`src/rtl/branch_hazard_ctrl.sv`:
```
// rtl/branch_hazard_ctrl.sv - control-hazard unit: branch decode, resolve tracking, freeze/flush, watchdog, stats
module branch_hazard_ctrl #(
   parameter int OP_W       = 6,
   parameter int FN_W       = 6,
   parameter bit PREDICT_NT = 1'b0,
   parameter int MAX_WAIT   = 4,
   parameter int CNT_W      = 16
) (
   input  logic             clk,
   input  logic             reset,
   input  logic             id_valid,
   input  logic [OP_W-1:0]  id_opcode,
   input  logic [FN_W-1:0]  id_funct,
   input  logic             ex_resolve,
   input  logic             ex_taken,
   output logic             freeze_if,
   output logic             flush_if_id,
   output logic             flush_id_ex,
   output logic             busy,
   output logic             wd_error,
   output logic [CNT_W-1:0] br_count,
   output logic [CNT_W-1:0] stall_count
);

   localparam int WC_W = $clog2(MAX_WAIT + 1);

   typedef enum logic {
      S_IDLE = 1'b0,
      S_WAIT = 1'b1
   } state_t;

   state_t           state_q, state_d;
   logic [WC_W-1:0]  wcnt_q, wcnt_d;
   logic             is_jr_q, is_jr_d;
   logic             wd_error_q, wd_error_d;
   logic [CNT_W-1:0] br_q, br_d;
   logic [CNT_W-1:0] st_q, st_d;

   logic dec_cond, dec_jdir, dec_jreg;
   logic accept;

   assign dec_cond = id_valid && ((id_opcode == OP_W'(4)) || (id_opcode == OP_W'(5)));
   assign dec_jdir = id_valid && ((id_opcode == OP_W'(2)) || (id_opcode == OP_W'(3)));
   assign dec_jreg = id_valid && (id_opcode == OP_W'(0)) && (id_funct == FN_W'(8));

   // Next-state and pipeline control; every output is held low while reset is high.
   always_comb begin
      state_d     = state_q;
      wcnt_d      = wcnt_q;
      is_jr_d     = is_jr_q;
      wd_error_d  = wd_error_q;
      freeze_if   = 1'b0;
      flush_if_id = 1'b0;
      flush_id_ex = 1'b0;
      accept      = 1'b0;
      if (!reset) begin
         case (state_q)
            S_IDLE: begin
               if (dec_jdir) begin
                  flush_if_id = 1'b1;
               end
               if (dec_cond || dec_jreg) begin
                  freeze_if = dec_jreg || !PREDICT_NT;
                  accept    = 1'b1;
               end
            end
            S_WAIT: begin
               if (ex_resolve) begin
                  state_d = S_IDLE;
                  if (PREDICT_NT) begin
                     if (ex_taken || is_jr_q) begin
                        flush_if_id = 1'b1;
                        flush_id_ex = 1'b1;
                     end else if (dec_cond) begin
                        accept = 1'b1;
                     end else if (dec_jdir) begin
                        flush_if_id = 1'b1;
                     end else if (dec_jreg) begin
                        // no target to load on a not-taken resolve, so keep jr in ID and let IDLE take it next cycle
                        freeze_if = 1'b1;
                     end
                  end
               end else begin
                  // a second branch-class instruction in ID is held until the outstanding one resolves
                  freeze_if = !PREDICT_NT || is_jr_q || dec_cond || dec_jreg || dec_jdir;
                  if (wcnt_q == WC_W'(MAX_WAIT - 1)) begin
                     wd_error_d = 1'b1;
                     state_d    = S_IDLE;
                  end else begin
                     wcnt_d = wcnt_q + WC_W'(1);
                  end
               end
            end
            default: state_d = S_IDLE;
         endcase
         if (accept) begin
            state_d = S_WAIT;
            wcnt_d  = '0;
            is_jr_d = dec_jreg;
         end
      end
   end

   // Saturating statistics counters.
   always_comb begin
      br_d = br_q;
      st_d = st_q;
      if (accept && !(&br_q)) begin
         br_d = br_q + CNT_W'(1);
      end
      if (freeze_if && !(&st_q)) begin
         st_d = st_q + CNT_W'(1);
      end
   end

   // State, watchdog and counter registers with synchronous reset.
   always_ff @(posedge clk) begin
      if (reset) begin
         state_q    <= S_IDLE;
         wcnt_q     <= '0;
         is_jr_q    <= 1'b0;
         wd_error_q <= 1'b0;
         br_q       <= '0;
         st_q       <= '0;
      end else begin
         state_q    <= state_d;
         wcnt_q     <= wcnt_d;
         is_jr_q    <= is_jr_d;
         wd_error_q <= wd_error_d;
         br_q       <= br_d;
         st_q       <= st_d;
      end
   end

   assign busy        = (state_q != S_IDLE);
   assign wd_error    = wd_error_q;
   assign br_count    = br_q;
   assign stall_count = st_q;

endmodule

```
`config.mk`:
```
export PLATFORM = sky130hd
export DESIGN_NAME = branch_hazard_ctrl
export DESIGN_NICKNAME = d
export VERILOG_FILES = /design/src/rtl/branch_hazard_ctrl.sv
export SDC_FILE = /design/constraint.sdc
export NUM_CORES = 1
export LEC_CHECK = 0
export CORE_MARGIN = 5
export CORE_UTILIZATION = 39
export DETAILED_ROUTE_END_ITERATION = 10
export GPL_TIMING_DRIVEN = 0
export PLACE_DENSITY_LB_ADDON = 0.15
export SLEW_MARGIN = 10
export SYNTH_ARGS = -nofsm -noshare
export SYNTH_HDL_FRONTEND = slang
export SYNTH_SLANG_ARGS = --single-unit
```
`constraint.sdc`:
```
create_clock -name clk -period 2.4 [get_ports clk]
set_input_delay 0.48 -clock clk [delete_from_list [all_inputs] [get_ports clk]]
set_output_delay 0.48 -clock clk [all_outputs]
set_load 0.05 [all_outputs]
```
==> summary.md, run 1 <==
| Metric | Value |
|---|---|
| Die Y | `80.38 um` |
| Mux contribution to synthesized area | `0.01619` |
| Worst vdd ir | `0.0002587 V` |
| Mapped Cells | `232` |
| HP Class | `reg -> reg` |
| Final WL | `5359 um` |
| DRT Pass-1 Iters | `4` |
| Largest net degree at the start of global routing | `11` |
| DR DRC count | `0` |
| Outcome | `complete, no violations` |
| Crit path kind | `in -> out` |
| Crit Path Max Fanout | `10` |
| Total number of vias | `2016` |
| Routed len/inst | `14.84 um` |
| Power Dens Cells | `416.8 mW/mm2` |
| Slew @ Worst Pin | `577.8 ps` |
| Setup Viol. Count Final | `0` |
| Final TNS setup | `0 ps` |
| Synth Area in Simple Gates | `0.3219` |
| Fin. Hold Viols | `0` |
| Synth Area in Compound Gates | `0.1962` |
| I/O pins | `54` |
| Critical Path Source | `reset` |
| Final Skew | `6.293 ps` |
| Max_cap viols | `0` |
| Post-layout minimum cycle time | `2315 ps` |
| RR Endpoint | `stall_count[13]` |
| Layout cells sized above 1 | `0.1327` |
| Max Fclk | `0.4319 GHz` |
| Post-synth top area share | `0.3834` |
| Longest Clk Path Bufs | `2` |
| Antenna diodes | `0` |
| Slew headroom | `0.6148` |
| Global-route wire length before repair | `9183 um` |
| End of the critical path | `freeze_if` |
| Port Buf Inserts | `51` |
| Synth area leaders | `dfxtp_1, a21oi_1, or4_1` |
| Vias in the first global route | `1964` |
| Std-Cell Rows | `25` |
| RR Startpoint | `busy` |
| CTS Hold Bufs | `0` |
| Clock-pin transition on the worst setup and hold timing paths | `80 ps` |
| Unrepaired setup endpoints after global routing | `false` |
| Clk Latency, worst-skew pair | `290 ps` |
| CP required | `1920 ps` |
| Synth Cell Area | `0.001932 mm2` |
| Most frequent cells after synthesis | `dfxtp_1, a21oi_1, nand2_1` |
| Startpoint types | `input port` |
| Die area | `0.006461 mm2` |
| #FFs+latches synth | `37` |
| Leak Pwr | `0.9046 nW` |
| Synth Flop Type | `dfxtp_1` |
| Total chip power | `1.141 mW` |
| Sequential area share after synthesis | `0.3834` |
| Hpwl dp | `3848 um` |
| XOR/XNOR share of the synthesized area | `0.01813` |
| Largest family of logic cells by synthesized area | `simple AND/OR/NAND/NOR gates` |
| DRT iter0 DRCs | `92` |
| Max-slew violation count | `0` |
| Critical Path AT | `1840 ps` |
| Reg2reg setup slack | `170 ps` |
| Adder-Cell Fraction of Synth Area | `0.02591` |
| Gr ovfl total | `0` |
| GP Congestion | `0.8244` |
| Unique cell type count in the Yosys netlist | `49` |
| TritonCTS buffer count | `5` |
| Chip Width | `80.38 um` |
| TritonCTS clock tree | `yes` |
| Htree depth | `2` |
| Synth-to-layout area growth | `41.64%` |
| Final worst-path cycle share | `0.9648` |
| Synthesis Warnings | `0` |
| ANT nets after route | `0` |
| Via/cell ratio | `5.584` |
| Initial core utilization | `0.4063` |
| Most common cell in the netlist | `dfxtp_1` |
| Asr flop ratio synth | `0` |
| Tot GR Track Use | `0.1806` |
| CTS root buf | `clkbuf_8` |
| Finished Core Util | `0.5755` |
| Fin nets | `315` |
| Syn nets | `253` |
| Mapped Avg Cell Area | `8.327 um2` |
| Clk sinks | `37` |
| EDFF count, synth | `0` |
| CP endpoint kind | `output port` |
| Core footprint | `0.004755 mm2` |
| Initial antenna violation count | `0` |
| Worst r2r path cells | `6` |
| Cell accounting for the most synthesized area | `dfxtp_1` |
per-stage QoR:
step           area [um2]  worst slack, ps  std cells  hold WS (ps)
6_report             2736            84.52        361         494.6
3_3_place_gp         2537            -1428        350         454.3
2_1_floorplan        1943            5.046        232         478.8
5_1_grt              2736            4.844        361         518.9
3_5_place_dp         2537            -1412        350         484.5
4_1_cts              2735           -21.05        362         496.9
area by class of cell:
type / count / area (um2)
flip-flops and latches: 37 / 740.7
plain buffers: 10 / 76.32
fillers: 463 / 2018
inverters: 6 / 22.52
well taps: 67 / 83.83
repair buffers: 56 / 521.8
multi-input cells: 178 / 1205
clock buffers: 7 / 86.33
worst max-delay path, stage by stage:
cell and delay (ps):
clkdlybuf4s50_1 540, clkbuf_2 260, clkbuf_2 320, nor2_4 70, buf_6 150
cell usage in the layout (no fill, tap or decap), types with 6 or more instances in the layout:
cell type	instances
nor2_1	14
o21ai_0	9
dlygate4sd2_1	8
or3_1	6
clkdlybuf4s50_1	37
a21oi_1	23
buf_4	7
clkbuf_8	6
inv_1	6
nand3_1	15
nand2_1	17
or4_1	13
o31ai_1	12
dfxtp_1	37
power by group:
group	internal (mW)	switching [mW]	total, mW
clock	0.228	0.225	0.453
sequential	0.614	0.00126	0.615
combinational	0.0319	0.0405	0.0724
sequential cells by signal, summed over array words and instances, names as in the netlist:
register / flops
br_count: 16
busy: 1
stall_count: 16
wcnt_q: 3
wd_error: 1
routing by layer:
| layer | global-route usage | vias up | routed length (um) |
|---|---|---|---|
| li1 | - | 1007 | - |
| met1 | 0.2207 | 951 | 2475 |
| met2 | 0.3030 | 47 | 2586 |
| met3 | 0.03924 | 11 | 189 |
| met4 | 0.07770 | 0 | 108 |
| met5 | 0 | - | 0 |
worst min path at each step:
stage,start,to,slack [ps],cells after the start
after floorplan,wcnt_q[2],wcnt_q[2],480,2
after global placement,wd_error,wd_error,450,2
after detailed placement,stall_count[15],stall_count[15],480,2
after CTS,stall_count[15],stall_count[15],500,2
after global routing,stall_count[15],stall_count[15],520,2
final,stall_count[15],stall_count[15],490,2
logic make-up after synthesis:
kind of cell    Yosys count
simple gates            106
compound gates           60
flops                    37
buf+inv                  17
fa+ha+maj                 4
xor+xnor                  4
mux                       3
other cells               1
what timing repair did:
| action | in CTS | in global routing |
|---|---|---|
| cloned | 0 | 0 |
| pin swaps | 8 | 4 |
| endpoints found under the setup margin | 28 | 12 |
| buffers inserted | 5 | 0 |
| resized for setup | 49 | 10 |
Power figures use the tool's default switching activity.
==> inputs of run 2 (changes only) <==
Settings changed: DONT_BUFFER_PORTS from default to 1, TNS_END_PERCENT from default to 50.
==> summary.md, run 2 (synthesis gave the netlist of run 1 again) <==
| Metric | Value |
|---|---|
| Clk sinks | `37 (unchanged)` |
| ANT nets after route | `0 (unchanged)` |
| Tot GR Track Use | `0.1586 (-0.02194)` |
| Met2 usage in global routing | `0.2541 (-0.04884)` |
| Longest Clk Path Bufs | `2 (unchanged)` |
| Final Skew | `4.391 ps (-1.902 ps)` |
| Via/cell ratio | `5.918 (+6.0%)` |
| Core footprint | `0.004755 mm2 (unchanged)` |
| Initial core utilization | `0.4063 (unchanged)` |
| Synth-to-layout area growth | `14.31%` |
| Fin cells | `305 (-16%)` |
| Slew @ Worst Pin | `675.5 ps (+97.68 ps)` |
| TritonCTS buffer count | `5 (unchanged)` |
| End of the critical path | `freeze_if` |
| Post-route cell area | `0.002208 mm2 (-19%)` |
| Unrepaired setup endpoints after global routing | `false` |
| Largest net degree at the start of global routing | `16 (+5)` |
| Startpoint types | `input port` |
| Antenna diodes | `0 (unchanged)` |
| Hpwl dp | `3676 um (-4.5%)` |
| Max Fclk | `0.4307 GHz (-0.26%)` |
| Slew headroom | `0.5491 (-0.06573)` |
| Routed len/inst | `16.47 um (+11%)` |
| Worst r2r path cells | `6 (unchanged)` |
| Die area | `0.006461 mm2 (unchanged)` |
| CP required | `1920 ps (about the same)` |
| Critical Path Source | `id_opcode[3]` |
| RR Startpoint | `stall_count[3]` |
| Setup Viol. Count Final | `0 (unchanged)` |
| Power Dens Cells | `499.2 mW/mm2 (+20%)` |
| Crit path kind | `in -> out` |
| Hold WS | `442.3 ps (-52.29 ps)` |
| HP Class | `in -> reg` |
| Grt met1 use | `0.1930 (-0.02767)` |
| Std-Cell Rows | `25 (unchanged)` |
| Layout cells sized above 1 | `0.1765 (+0.04382)` |
| Placed insts | `299 (-15%)` |
| Vias in the first global route | `1646 (-16%)` |
| DRT iter0 DRCs | `88 (-4.3%)` |
| Leak Pwr | `0.6673 nW (-26%)` |
| I/O pins | `54 (unchanged)` |
| Most common cell after layout, fill and taps aside | `a21oi_1` |
| Max_cap viols | `0 (unchanged)` |
| Port Buf Inserts | `0 (-100%)` |
| Clock-pin transition on the worst setup and hold timing paths | `70 ps (about the same)` |
| RR Endpoint | `stall_count[13]` |
| CP endpoint kind | `output port` |
| Outcome | `complete, no violations` |
| Initial antenna violation count | `0 (unchanged)` |
| Final worst-path cycle share | `0.9673 (+0.002543)` |
| Worst vdd ir | `0.0002919 V (+13%)` |
| Finished Core Util | `0.4645 (-0.1111)` |
| Reg2reg setup slack | `110 ps (-60 ps)` |
| Clk Latency, worst-skew pair | `290 ps (about the same)` |
| Area post-placement | `0.002027 mm2 (-20%)` |
| GRT Max-Usage Layer | `met2` |
| Global routing usage on met3 | `0.05157 (+0.01233)` |
| Global-route wire length before repair | `8045 um (-12%)` |
| DRT Pass-1 Iters | `4 (unchanged)` |
| Critical Path AT | `1840 ps (about the same)` |
| Htree depth | `2 (unchanged)` |
| CTS root buf | `clkbuf_8` |
| Fin nets | `259 (-18%)` |
| Total number of vias | `1805 (-10%)` |
| Chip Width | `80.38 um (unchanged)` |
| Crit Path Max Fanout | `15 (+5)` |
| Max-slew violation count | `0 (unchanged)` |
| Most frequent cells in the layout | `a21oi_1, dfxtp_1, nand2_1` |
| Die Y | `80.38 um (unchanged)` |
| DR DRC count | `0 (unchanged)` |
| Post-layout minimum cycle time | `2322 ps (+6.103 ps)` |
| Gr ovfl total | `0 (unchanged)` |
| GP Congestion | `0.7871 (-4.5%)` |
| Final WL | `5023 um (-6.3%)` |
| TritonCTS clock tree | `yes` |
| Total chip power | `1.102 mW (-3.3%)` |
| CTS Hold Bufs | `0 (unchanged)` |
| Fin. Hold Viols | `0 (unchanged)` |
==> run 2: layout make-up <==
| type | instances | area (um2) |
|---|---|---|
| Buffer | 10 | 51.30 |
| Clock buffer | 7 | 86.33 |
| Multi-Input combinational cell | 178 | 1199 |
| Inverter | 6 | 22.52 |
| Sequential cell | 37 | 765.7 |
| Tap cell | 67 | 83.83 |
| Fill cell | 477 | 2546 |
==> run 2: metal layers <==
metal / wire (um) / vias to the layer above
li1: - / 899
met1: 2252 / 850
met2: 2352 / 47
met3: 337 / 9
met4: 81 / 0
met5: 0 / -
==> run 2: report_power, final <==
group,switching [mW],internal [mW]
clock network,0.219,0.228
logic,0.0276,0.0123
registers,0.00344,0.612
==> run 2: how the worst min path moves through the flow <==
stage          cells after the start               to       from  slack, ps
2_1_floorplan                      2        wcnt_q[2]  wcnt_q[2]        480
3_3_place_gp                       2        wcnt_q[2]  wcnt_q[2]        490
3_5_place_dp                       2        wcnt_q[2]  wcnt_q[2]        510
4_1_cts                            2  stall_count[10]      reset        440
5_1_grt                            2  stall_count[10]      reset        460
6_report                           2  stall_count[10]      reset        440
==> run 2: through the flow <==
stage	setup TNS, ps	setup slack [ps]
after CTS	0	4.206
after detailed placement	-6456	-584.4
after global routing	0	3.120
final	0	78.42
after global placement	-6777	-616.5
after floorplan	0	5.046
==> run 2: worst max-delay path: stages <==
cell	delay (ps)
or4b_4	570
nor2_4	130
a21oi_4	120
clkbuf_4	220
nor2_4	310
==> run 2: timing repair <==
action                                  4_1_cts  5_1_grt
buffers inserted                              0        0
gates resized for setup                      17       17
pin swaps                                     1        1
gates cloned                                  0        0
endpoints found under the setup margin       14       17
